[config.mk]
export PLATFORM = sky130hd
export DESIGN_NAME = mc_control
export DESIGN_NICKNAME = d
export VERILOG_FILES = /design/src/rtl/mc_control.sv
export SDC_FILE = /design/constraint.sdc
export NUM_CORES = 1
export LEC_CHECK = 0
export ABC_AREA = 1
export CAP_MARGIN = 20
export CORE_UTILIZATION = 40
export CTS_CLUSTER_SIZE = 28
export DETAILED_ROUTE_END_ITERATION = 10
export DONT_BUFFER_PORTS = 1
export MAX_ROUTING_LAYER = met4
export PLACE_DENSITY = 0.54
export SLEW_MARGIN = 20
export SYNTH_ARGS = -nofsm -noshare
export SYNTH_HDL_FRONTEND = slang
export SYNTH_SLANG_ARGS = --single-unit
[constraint.sdc]
create_clock -name clk -period 1.1 [get_ports clk]
set_input_delay 0.11 -clock clk [delete_from_list [all_inputs] [get_ports clk]]
set_output_delay 0.11 -clock clk [all_outputs]
set_load 0.02 [all_outputs]
[src/rtl/mc_control.sv]
// mc_control: multi-cycle MIPS control unit.
//
// Walks each instruction through FETCH, DECODE and the per-class execute,
// memory and writeback states. It stalls on the memory ready handshake,
// decodes the R-type funct field into alu_ctrl, and traps illegal encodings.
// Datapath controls are decoded combinationally from the state register.
// Some of them also depend on mem_ready or zero.
//
// Ports:
//   clk, rst_n         clock (rising edge), asynchronous active-low reset
//   run                leave IDLE and start fetching (sampled only in IDLE)
//   op, funct          instruction[31:26] and instruction[5:0]
//   zero               ALU zero flag (branch decision)
//   mem_ready          memory completes the current access this cycle
//   state              current state encoding (debug)
//   mem_read/mem_write memory requests; i_or_d selects PC (0) or ALUOut (1)
//   ir_write, pc_write IR and PC load enables; pc_src selects the PC source
//   alu_src_a/b        ALU operand selects; alu_ctrl is the ALU operation
//   reg_dest, reg_write, mem_to_reg  register file write controls
//   instr_done         one-cycle pulse when an instruction retires
//   illegal_op         one-cycle pulse in TRAP
//   mem_err            sticky memory timeout flag
//
// Optional feature: define MEM_TIMEOUT_EN to bound memory waits.
// After TIMEOUT_CYC stalled cycles the unit traps and sets mem_err.
// Without the macro, waits are unbounded and mem_err is tied to 0.

module mc_control #(
    parameter int unsigned ALU_W       = 4,
    parameter logic [5:0]  OP_LW       = 6'b100011,
    parameter logic [5:0]  OP_SW       = 6'b101011,
    parameter logic [5:0]  OP_BEQ      = 6'b000100,
    parameter logic [5:0]  OP_J        = 6'b000010,
    parameter logic [5:0]  OP_ADDI     = 6'b001000,
    parameter int unsigned TIMEOUT_CYC = 16
) (
    input  logic             clk,
    input  logic             rst_n,
    input  logic             run,
    input  logic [5:0]       op,
    input  logic [5:0]       funct,
    input  logic             zero,
    input  logic             mem_ready,
    output logic [3:0]       state,
    output logic             mem_read,
    output logic             mem_write,
    output logic             i_or_d,
    output logic             ir_write,
    output logic             pc_write,
    output logic [1:0]       pc_src,
    output logic             alu_src_a,
    output logic [1:0]       alu_src_b,
    output logic [ALU_W-1:0] alu_ctrl,
    output logic             reg_dest,
    output logic             reg_write,
    output logic             mem_to_reg,
    output logic             instr_done,
    output logic             illegal_op,
    output logic             mem_err
);

    typedef enum logic [3:0] {
        StIdle    = 4'd0,
        StFetch   = 4'd1,
        StDecode  = 4'd2,
        StMemAddr = 4'd3,
        StMemRd   = 4'd4,
        StMemWb   = 4'd5,
        StMemWr   = 4'd6,
        StRExec   = 4'd7,
        StRWb     = 4'd8,
        StBranch  = 4'd9,
        StJump    = 4'd10,
        StIExec   = 4'd11,
        StIWb     = 4'd12,
        StTrap    = 4'd13
    } state_e;

    localparam logic [ALU_W-1:0] AluAnd = ALU_W'(4'b0000);
    localparam logic [ALU_W-1:0] AluOr  = ALU_W'(4'b0001);
    localparam logic [ALU_W-1:0] AluAdd = ALU_W'(4'b0010);
    localparam logic [ALU_W-1:0] AluSub = ALU_W'(4'b0110);
    localparam logic [ALU_W-1:0] AluSlt = ALU_W'(4'b0111);

    state_e state_q;

    // R-type funct decode, shared by the R_EXEC outputs and its next state.
    logic [ALU_W-1:0] r_alu;
    logic             r_valid;

    always_comb begin
        r_alu   = '0;
        r_valid = 1'b1;
        case (funct)
            6'b100000: r_alu = AluAdd;
            6'b100010: r_alu = AluSub;
            6'b100100: r_alu = AluAnd;
            6'b100101: r_alu = AluOr;
            6'b101010: r_alu = AluSlt;
            default:   r_valid = 1'b0;
        endcase
    end

    logic timeout;

`ifdef MEM_TIMEOUT_EN
    localparam int unsigned CNT_W = (TIMEOUT_CYC > 2) ? $clog2(TIMEOUT_CYC) : 1;

    logic [CNT_W-1:0] wait_cnt_q;
    logic             mem_err_q;
    logic             waiting;

    assign waiting = ((state_q == StFetch) || (state_q == StMemRd) || (state_q == StMemWr))
                     && !mem_ready;
    assign timeout = waiting && (wait_cnt_q == CNT_W'(TIMEOUT_CYC - 1));
    assign mem_err = mem_err_q;

    // A wait that does not time out keeps the state unchanged. Every other
    // case is a state change or a non-waiting state, so the count restarts.
    always_ff @(posedge clk or negedge rst_n) begin
        if (!rst_n) begin
            wait_cnt_q <= '0;
            mem_err_q  <= 1'b0;
        end else begin
            if (waiting && !timeout) wait_cnt_q <= wait_cnt_q + 1'b1;
            else                     wait_cnt_q <= '0;
            if (timeout) mem_err_q <= 1'b1;
        end
    end
`else
    assign timeout = 1'b0;
    assign mem_err = 1'b0;
`endif

    always_ff @(posedge clk or negedge rst_n) begin
        if (!rst_n) begin
            state_q <= StIdle;
        end else begin
            case (state_q)
                StIdle:    if (run) state_q <= StFetch;
                StFetch: begin
                    if (mem_ready)    state_q <= StDecode;
                    else if (timeout) state_q <= StTrap;
                end
                StDecode: begin
                    if (op == OP_LW || op == OP_SW) state_q <= StMemAddr;
                    else if (op == 6'b000000)       state_q <= StRExec;
                    else if (op == OP_BEQ)          state_q <= StBranch;
                    else if (op == OP_J)            state_q <= StJump;
                    else if (op == OP_ADDI)         state_q <= StIExec;
                    else                            state_q <= StTrap;
                end
                StMemAddr: begin
                    if (op == OP_LW)      state_q <= StMemRd;
                    else if (op == OP_SW) state_q <= StMemWr;
                    else                  state_q <= StTrap;
                end
                StMemRd: begin
                    if (mem_ready)    state_q <= StMemWb;
                    else if (timeout) state_q <= StTrap;
                end
                StMemWr: begin
                    if (mem_ready)    state_q <= StFetch;
                    else if (timeout) state_q <= StTrap;
                end
                StRExec:   state_q <= r_valid ? StRWb : StTrap;
                StIExec:   state_q <= StIWb;
                StMemWb, StRWb, StBranch, StJump, StIWb, StTrap: state_q <= StFetch;
                default:   state_q <= StIdle;
            endcase
        end
    end

    assign state = state_q;

    always_comb begin
        mem_read   = 1'b0;
        mem_write  = 1'b0;
        i_or_d     = 1'b0;
        ir_write   = 1'b0;
        pc_write   = 1'b0;
        pc_src     = 2'd0;
        alu_src_a  = 1'b0;
        alu_src_b  = 2'd0;
        alu_ctrl   = '0;
        reg_dest   = 1'b0;
        reg_write  = 1'b0;
        mem_to_reg = 1'b0;
        instr_done = 1'b0;
        illegal_op = 1'b0;
        case (state_q)
            StFetch: begin
                mem_read  = 1'b1;
                alu_src_b = 2'd1;
                alu_ctrl  = AluAdd;
                ir_write  = mem_ready;
                pc_write  = mem_ready;
            end
            StDecode: begin
                alu_src_b = 2'd3;
                alu_ctrl  = AluAdd;
            end
            StMemAddr: begin
                alu_src_a = 1'b1;
                alu_src_b = 2'd2;
                alu_ctrl  = AluAdd;
            end
            StMemRd: begin
                mem_read = 1'b1;
                i_or_d   = 1'b1;
            end
            StMemWb: begin
                reg_write  = 1'b1;
                mem_to_reg = 1'b1;
                instr_done = 1'b1;
            end
            StMemWr: begin
                mem_write  = 1'b1;
                i_or_d     = 1'b1;
                instr_done = mem_ready;
            end
            StRExec: begin
                alu_src_a = 1'b1;
                alu_ctrl  = r_alu;
            end
            StRWb: begin
                reg_write  = 1'b1;
                reg_dest   = 1'b1;
                instr_done = 1'b1;
            end
            StBranch: begin
                alu_src_a  = 1'b1;
                alu_ctrl   = AluSub;
                pc_src     = 2'd1;
                pc_write   = zero;
                instr_done = 1'b1;
            end
            StJump: begin
                pc_src     = 2'd2;
                pc_write   = 1'b1;
                instr_done = 1'b1;
            end
            StIExec: begin
                alu_src_a = 1'b1;
                alu_src_b = 2'd2;
                alu_ctrl  = AluAdd;
            end
            StIWb: begin
                reg_write  = 1'b1;
                instr_done = 1'b1;
            end
            StTrap:  illegal_op = 1'b1;
            default: ;
        endcase
    end

endmodule

==> results of run 1 <==
worst min-delay path by stage:
stage / to / cells after the start
floorplan: state[0] / 0
global placement: state[1] / 0
detailed placement: state[1] / 0
CTS: state[2] / 3
global route: state[2] / 3
finish: state[2] / 3
kinds of logic after synthesis:
| kind of cell | synth area share (%) |
|---|---|
| other cells | 0.5831 |
| flops | 15.56 |
| compound gates | 13.04 |
| simple gates | 53.31 |
| buf+inv | 17.51 |
metrics by stage:
stage	worst slack [ps]	hold slack [ps]
after floorplan	-179.6	-185.6
after global placement	-213.3	-185.5
after detailed placement	-262.8	-185.5
after CTS	-389.2	83.75
after global routing	-444.3	93.59
final	-407.5	78.37
per-layer routing:
metal	share of wire (%)	up-vias
li1	-	466
met1	39	407
met2	51	47
met3	4.4	14
met4	5.1	0
met5	0	-
area by class of cell:
cell class	instances	area share (%)
Tap cell	16	1.651
Timing Repair Buffer	35	24.66
Clock buffer	3	1.858
Multi-Input combinational cell	96	54.49
Inverter	26	8.669
Sequential cell	4	8.669
cells in the final DEF, fill, tap and decap left out:
master          n
clkbuf_4        3
conb_1          2
nand3_1        10
inv_1          15
a21oi_4         1
buf_4          25
nand4_1         1
inv_4           3
o21ai_0         2
dfrtp_2         4
o21ai_1         1
nand2_4         8
nor2_2          3
nor2_4         10
nand2_2         4
buf_6           9
inv_2           8
a211o_4         1
o221ai_4        1
o211ai_1        1
dlygate4sd3_1   1
o21ai_2         2
a31oi_1         1
o2111ai_4       1
nand2_1        28
nand3b_1        1
o21ai_4         2
nand3_2         2
nor2_1         14
report_power, final:
group	internal [W]	total, W	switching (W)
clock	0.000121	0.000169	0.0000475
combinational	0.00115	0.00277	0.00161
sequential	0.000227	0.000385	0.000159
total	0.00150	0.00332	0.00182
what timing repair did:
| item | in CTS | in global routing |
|---|---|---|
| endpoints found under the hold margin | 4 | 0 |
| hold buffers | 1 | 0 |
| pin swaps | 8 | 8 |
| buffers inserted | 4 | 3 |
| resized for setup | 28 | 16 |
| endpoints found under the setup margin | 22 | 22 |
worst max-delay path, stage by stage, from the launching register on:
cell	delay (ps)
dfrtp_2	450
nand2_4	120
inv_2	50
nand2_4	70
buf_6	100
nor2_4	30
a211o_4	340
==> results.toml, run 1 <==
[run_status]
status = "finished with violations"
violations = "setup timing"

[place]
dp_cells = 169
place_area_um2 = 967.2
place_congestion = 0.8937
portBuffers = 0
dp_hpwl_mm = 1.625

[die]
core_area_um2 = 1506
ios = 41
die_x_um = 42.10
start_util_pct = 42.69
die_area_um2 = 1772
die_h_um = 42.10
row_count = 14

[global_routing]
antenna_found_initial = 0
grt_use_total_pct = 25.46
grtUsageMet1_pct = 26.33
grt_overflow = 0
globalRouteMet3Util_pct = 4.310
grt_util_met2_pct = 46.25
top_usage_layer = "met2"
grt_start_max_net_pins = 7
grt_pass1_wl_mm = 3.401
grt_pass1_vias = 889

[cts]
cts_sinks = 4
cts_buffer_depth = 2
htreeDepth = 1
clock_latency_ps = 230
cts_root_buf = "clkbuf_4"
cts_made_buffers = 3
clk_pin_slew_ps = 40
cts_tree = "built"

[worst_setup_path]
r2r_end = "state[2]"
reg2reg_depth = 8
crit_path_max_fanout = 5
startpoint_type = "flip-flop"
arrival_ps = 1400
crit_required_ps = 990
worstSetupEndpoint = "pc_write"
end_kind = "output pin"
r2r_setup_slack_ps = -280
regToRegStartpoint = "state[0]"
crit_type = "flip-flop to output pin"
startpoint = "state[0]"

[final_layout]
layout.area.seq_um2 = 105.1
largest_reg_flops = 4
final_core_util_pct = 80.48
final_layout_size_suffix_gt1_share_pct = 53.05
final_cell_area_um2 = 1212
diodes = 0
finalNonFillerCells = 180
multi_input_area_um2 = 660.6
area_growth_pct = 88.52
nets = 183
fillers = 109

[power]
vdd.ir_drop.worst_mv = 1.893
power_w = 0.003320
p_leak_nw = 0.6418
p_per_area_nw_per_um2 = 2738

[logic_synthesis]
synth-edff-count = 0
synth_top_cells_by_count = "nand2_1, inv_1, nor2_1"
ys_seq_area_share_pct = 15.56
synthTopCellsByArea = "nand2_1, dfrtp_1, inv_1, nor2_1, nand3_1"
synth_seq_cells = 4
netlist_instances = 127
ys_types = 20
synthFlopType = "dfrtp_1"
yosysTopAreaCellShare_pct = 21.60
synthArstFlopShare_pct = 100.0
yosys.area.top_type = "nand2_1"
yosysMostFrequentCell = "nand2_1"
synth_warnings = 0
syn_avg_cell_area_um2 = 5.064
syn_area_um2 = 643.1

[drt]
wl_per_cell_um = 12.33
num_vias = 934
drc = 0
wl_mm = 2.220
drtPass1Iterations = 4
viasPerCell = 5.189
drt_iter0_markers = 17
detail-route-antenna-nets = 0

[job]
drv_cap = 0

[timing]
rsz0062_at_grt = "true"
final.setup_skew_ps = 3.819
fin_ws_ps = -407.5
period_needed_ps = 1507
finalMaxSlewViolations = 0
fmaxAchievable_mhz = 663.4
setup_viol = 22
fin_tns_setup_ps = -6375
finalHoldViolCount = 0
fin_crit_sh_pct = 137.0

[worst_hold_path]
min-delay-path-class = "input port to flip-flop"
worstHoldStart = "run"
(Power assumes the default switching activity.)
==> run 2, diff against run 1 <==
Settings changed: CORE_UTILIZATION 40 to 36, DONT_BUFFER_PORTS 1 to not set, PLACE_DENSITY 0.54 to 0.77.
Clock period 1.1 ns to 1.6 ns, I/O delays scaled along.
==> run 2 against run 1 <==
Net effect: the flow finishes with violations (DRC, setup timing); critical endpoint is now alu_src_a; core utilization up 1.5 points; first-iteration DRC count rose by 76%; largest cell class is now buffers; combinational power decreased by 37%; non-clock buffer count increased by 31; cell count is 22% higher; highest routed layer unchanged; clock power decreased by 19%.
==> results.toml, run 2 (synthesis results as in run 1) <==
[run_status]
status = "finished with violations"
violations = "DRC, setup timing"

[cts]
cts_root_buf = "clkbuf_4"
cts_tree = "built"
htreeDepth = 1
cts_made_buffers = 3
clk_pin_slew_ps = 40
hold_buffers = 0
cts_buffer_depth = 2
cts_sinks = 4
clock_latency_ps = 260

[global_routing]
antenna_found_initial = 0
grt_overflow = 0
globalRouteMet3Util_pct = 7.347
top_usage_layer = "met2"
grt_util_met2_pct = 46.47
grt_pass1_vias = 908
grt_start_max_net_pins = 7
grtUsageMet1_pct = 31.92
grt_pass1_wl_mm = 3.808
grt_use_total_pct = 27.98

[timing]
final.setup_skew_ps = 11.91
fin_crit_sh_pct = 100.3
fin_tns_setup_ps = -5.321
fmaxAchievable_mhz = 622.9
rsz0062_at_grt = "true"
setup_viol = 1
period_needed_ps = 1605
finalMaxSlewViolations = 0
fin_ws_ps = -5.321
finalHoldViolCount = 0

[worst_setup_path]
arrival_ps = 1450
reg2reg_depth = 11
path_cells = "buf_4 > nand2_1 > inv_2 > o21ai_0 > buf_2"
end_kind = "output pin"
crit_required_ps = 1440
crit_family = "flip-flops"
cp_num_buf_inv = 3
slowest_stage = "dfrtp_2"
r2r_end = "state[2]"
crit_type = "flip-flop to output pin"
cpPeakStageDelay_ps = 460
regToRegStartpoint = "state[1]"
r2r_setup_slack_ps = 180
startpoint_type = "flip-flop"
crit_cells = 5
crit_path_max_fanout = 5

[drt]
wl_mm = 2.587
detail-route-antenna-nets = 0
drc = 4
num_vias = 1068
viasPerCell = 4.877
drtPass1Iterations = 7
drt_iter0_markers = 30
wl_per_cell_um = 11.81

[die]
ios = 41
row_count = 14
die_h_um = 44.27
die_area_um2 = 1959
core_area_um2 = 1594
die_x_um = 44.27
start_util_pct = 40.35

[final_layout]
final_cell_area_um2 = 1308
mostFrequentLayoutCells = "nand2_1, buf_4, inv_1, clkdlybuf4s50_1, nor2_1"
final_layout_size_suffix_gt1_share_pct = 39.49
layout_commonest_cell = "nand2_1"
nets = 214
area_growth_pct = 103.3
diodes = 0
largest_reg_flops = 4
fillers = 108

[place]
portBuffers = 38
place_ws_ps = -399.7
dp_hpwl_mm = 1.902
place_area_um2 = 1245
place_congestion = 0.8439

[power]
power_w = 0.002130
p_per_area_nw_per_um2 = 1629
p_leak_nw = 0.7399
vdd.ir_drop.worst_mv = 1.261

[worst_hold_path]
min-delay-path-class = "input port to async pin"

[job]
drv_cap = 0
==> run 2: area by class of cell <==
| class | instances | area (µm²) | share of cell area, % |
|---|---|---|---|
| Timing Repair Buffer | 66 | 550.5 | 42.11 |
| Multi-Input combinational cell | 96 | 503.0 | 38.47 |
| Sequential cell | 4 | 103.9 | 7.943 |
| Inverter | 26 | 97.59 | 7.464 |
| Tap cell | 24 | 30.03 | 2.297 |
| Clock buffer | 3 | 22.52 | 1.722 |
==> run 2: power by group <==
| group | switching, W | total, W | internal, W |
|---|---|---|---|
| combinational | 0.000971 | 0.00174 | 0.000770 |
| sequential | 0.0000991 | 0.000253 | 0.000154 |
| clock | 0.0000525 | 0.000137 | 0.0000846 |
| total | 0.00112 | 0.00213 | 0.00101 |
==> run 2: how the worst max path moves through the flow <==
stage,startpoint,endpoint,slack (ps)
floorplan,state[2],alu_ctrl[2],1
global placement,funct[5],alu_ctrl[0],-320
detailed placement,funct[5],alu_ctrl[0],-400
CTS,state[3],alu_ctrl[2],-40
global route,state[2],alu_src_a,-70
finish,state[2],alu_src_a,-5
==> run 2: layer usage <==
metal	wire, µm	vias up
li1	-	530
met1	1067	482
met2	1289	50
met3	166	6
met4	63	0
met5	0	-
==> run 2: what timing repair did <==
action,4_1_cts,5_1_grt
pin swaps,0,4
endpoints found under the setup margin,18,18
resized for setup,69,29
buffers inserted,1,0
==> run 2: worst reg2reg max path, delay by kind of cell, from the launching register on <==
kind,cells,cell delay [ps]
AO/OA/AOI/OAI,3,230
AND/OR/NAND/NOR,4,270
buffers and inverters,4,390
flip-flops,1,420
==> run 2: metrics by stage <==
step | hold WS [ps] | std cells | util (%)
floorplan | -135.6 | 128 | -
global placement | 372.9 | 215 | 78.10
detailed placement | 374.2 | 215 | 78.10
CTS | 95.63 | 219 | 79.04
global route | 105.6 | 219 | 82.03
finish | 101.2 | 219 | 82.03
==> run 3, diff against run 2 <==
Settings changed: CAP_MARGIN 20 to 5.
==> results of run 3 <==
The final DEF is identical to that of run 2; final timing and power are the same.
==> RTL change: new RTL, flow settings as in run 2 <==
The parameter `ALU_W` goes from 4 to 3.
--- a/src/rtl/mc_control.sv
+++ b/src/rtl/mc_control.sv
@@ -26,7 +26,7 @@
 // Without the macro, waits are unbounded and mem_err is tied to 0.
 
 module mc_control #(
-    parameter int unsigned ALU_W       = 4,
+    parameter int unsigned ALU_W       = 3,
     parameter logic [5:0]  OP_LW       = 6'b100011,
     parameter logic [5:0]  OP_SW       = 6'b101011,
     parameter logic [5:0]  OP_BEQ      = 6'b000100,
Interface: changed (resized alu_ctrl); port bits go from 41 to 40. The function was not compared with the original's and may differ.
==> RTL change against run 2 <==
The flow still finishes with violations (design-rule violations, negative setup slack); register-to-register slack worse by 0.05 ns; wire length decreased by 8.3%; total power fell by 6.8%; via count shrank 5.8%; hold slack improved by 0.0063 ns; worst setup slack lost 0.025 ns; area after synthesis decreased by 1.2%; final area shrank 5.0%; non-clock buffer count stayed put; sequential power is 10% lower; sequential cell count unchanged; clock skew up 0.0035 ns.
==> RTL change: results (changes against run 2) <==
| Metric | Value |
|---|---|
| RD Place Congestion | 0.8465 (+0.31%) |
| Via count | 1006 (-5.8%) |
| Wire per inst | 11.30 um (-4.4%) |
| Synth area leaders | nand2_1 22%, dfrtp_1 16%, inv_1 14%, nor2_1 14%, nand3_1 9.4% |
| First-pass GRT wire length | 3981 um (+4.5%) |
| # fillers | 121 (+12%) |
| Largest net degree at the start of global routing | 7 (unchanged) |
| Status | finished with violations |
| Worst path max stage delay | 0.44 ns (-0.02 ns) |
| Fin nets | 213 (-0.47%) |
| Clk_skew | 0.01541 ns (+0.003497 ns) |
| Seq/Total Area, Yosys | 15.75% (+0.18 points) |
| Static Leak | 0.7134 nW (-3.6%) |
| Post-route setup slack | -0.03060 ns (-0.02528 ns) |
| Drt total wl | 2372 um (-8.3%) |
| Clock root buffer | clkbuf_4 |
| Failing checks | design-rule violations, negative setup slack |
| Crit-path max FO | 6 (+1) |
| Setup-failing EPs final | 3 (+2) |
| Vias in the first global route | 959 (+5.6%) |
| Residual DRC | 4 (unchanged) |
| Psw | 1.032 mW (-8.0%) |
| Crit path arrival time | 1.47 ns (+0.02 ns) |
| VDD IR-drop max | 1187 uV (-5.9%) |
| Syn_area_per_cell | 5.045 um^2 (-0.38%) |
| Slowest cell on crit path | dfrtp_2 |
| All-layer global routing usage | 28.73% (+0.76 points) |
| Share of cells above drive strength 1 | 36.08% (-3.4 points) |
| Initial DRC Count | 20 (-33%) |
RTL change: logic make-up (layout without fill, tap and decap cells):
| family | Yosys count | after routing | synth area share (%) |
|---|---|---|---|
| other cells | 1 | 1 | 0.5900 |
| compound gates | 13 | 13 | 13.19 |
| flops | 4 | 4 | 15.75 |
| simple gates | 81 | 81 | 53.94 |
| buf+inv | 27 | 95 | 16.54 |
RTL change: final timing paths:
kind                            startpoint     endpoint  slack (ns)  cells after the start
worst max-delay path              state[3]  alu_ctrl[2]       -0.03                      6
worst min-delay path                 rst_n     state[3]        0.11                      1
worst max register to register    state[3]     state[2]        0.13                      9
worst min register to register    state[2]     state[2]        0.67                      3
max in group asynchronous            rst_n     state[1]        1.29                      1
min in group clk                       run     state[2]        0.64                      4
RTL change: routing by layer:
layer  up-vias  track usage [%]  share of wire (%)
met5         -                -                  0
met4         0            12.73                1.4
met3         4            6.939                6.8
met2        41            50.59                 52
met1       435            30.13                 40
li1        526                -                  -
RTL change: layout make-up:
cell class,count,area share [%]
clock buffers,3,1.813
inverters,26,7.855
multi-input cells,95,36.66
flip-flops and latches,4,8.459
well taps,16,1.611
repair buffers,66,43.61
RTL change: metrics by stage:
step / setup TNS (ns) / utilization, % / setup WS, ns / area [um^2] / hold WS [ns]
after floorplan: 0 / - / 0.001410 / 635.6 / -0.1356
after global placement: -2.116 / 78.10 / -0.3146 / 1231 / 0.3744
after detailed placement: -2.845 / 78.10 / -0.4327 / 1231 / 0.3755
after CTS: -0.04268 / 78.65 / -0.01954 / 1240 / 0.09973
after global routing: -0.7662 / 78.81 / -0.1272 / 1242 / 0.1203
final: -0.05905 / 78.81 / -0.03060 / 1242 / 0.1075
RTL change: what timing repair did:
item / in CTS / in global routing
gates resized for setup: 69 / 11
buffers inserted: 0 / 1
endpoints found under the setup margin: 19 / 18
pin swaps: 1 / 2
RTL change: power by group through the flow:
stage / logic [mW] / registers, mW / clock network, mW
4_1_cts: 1.62 / 0.218 / 0.144
6_report: 1.62 / 0.227 / 0.138
5_1_grt: 1.76 / 0.236 / 0.144
2_1_floorplan: 0.778 / 0.261 / 0
3_5_place_dp: 1.69 / 0.214 / 0
3_3_place_gp: 1.66 / 0.211 / 0
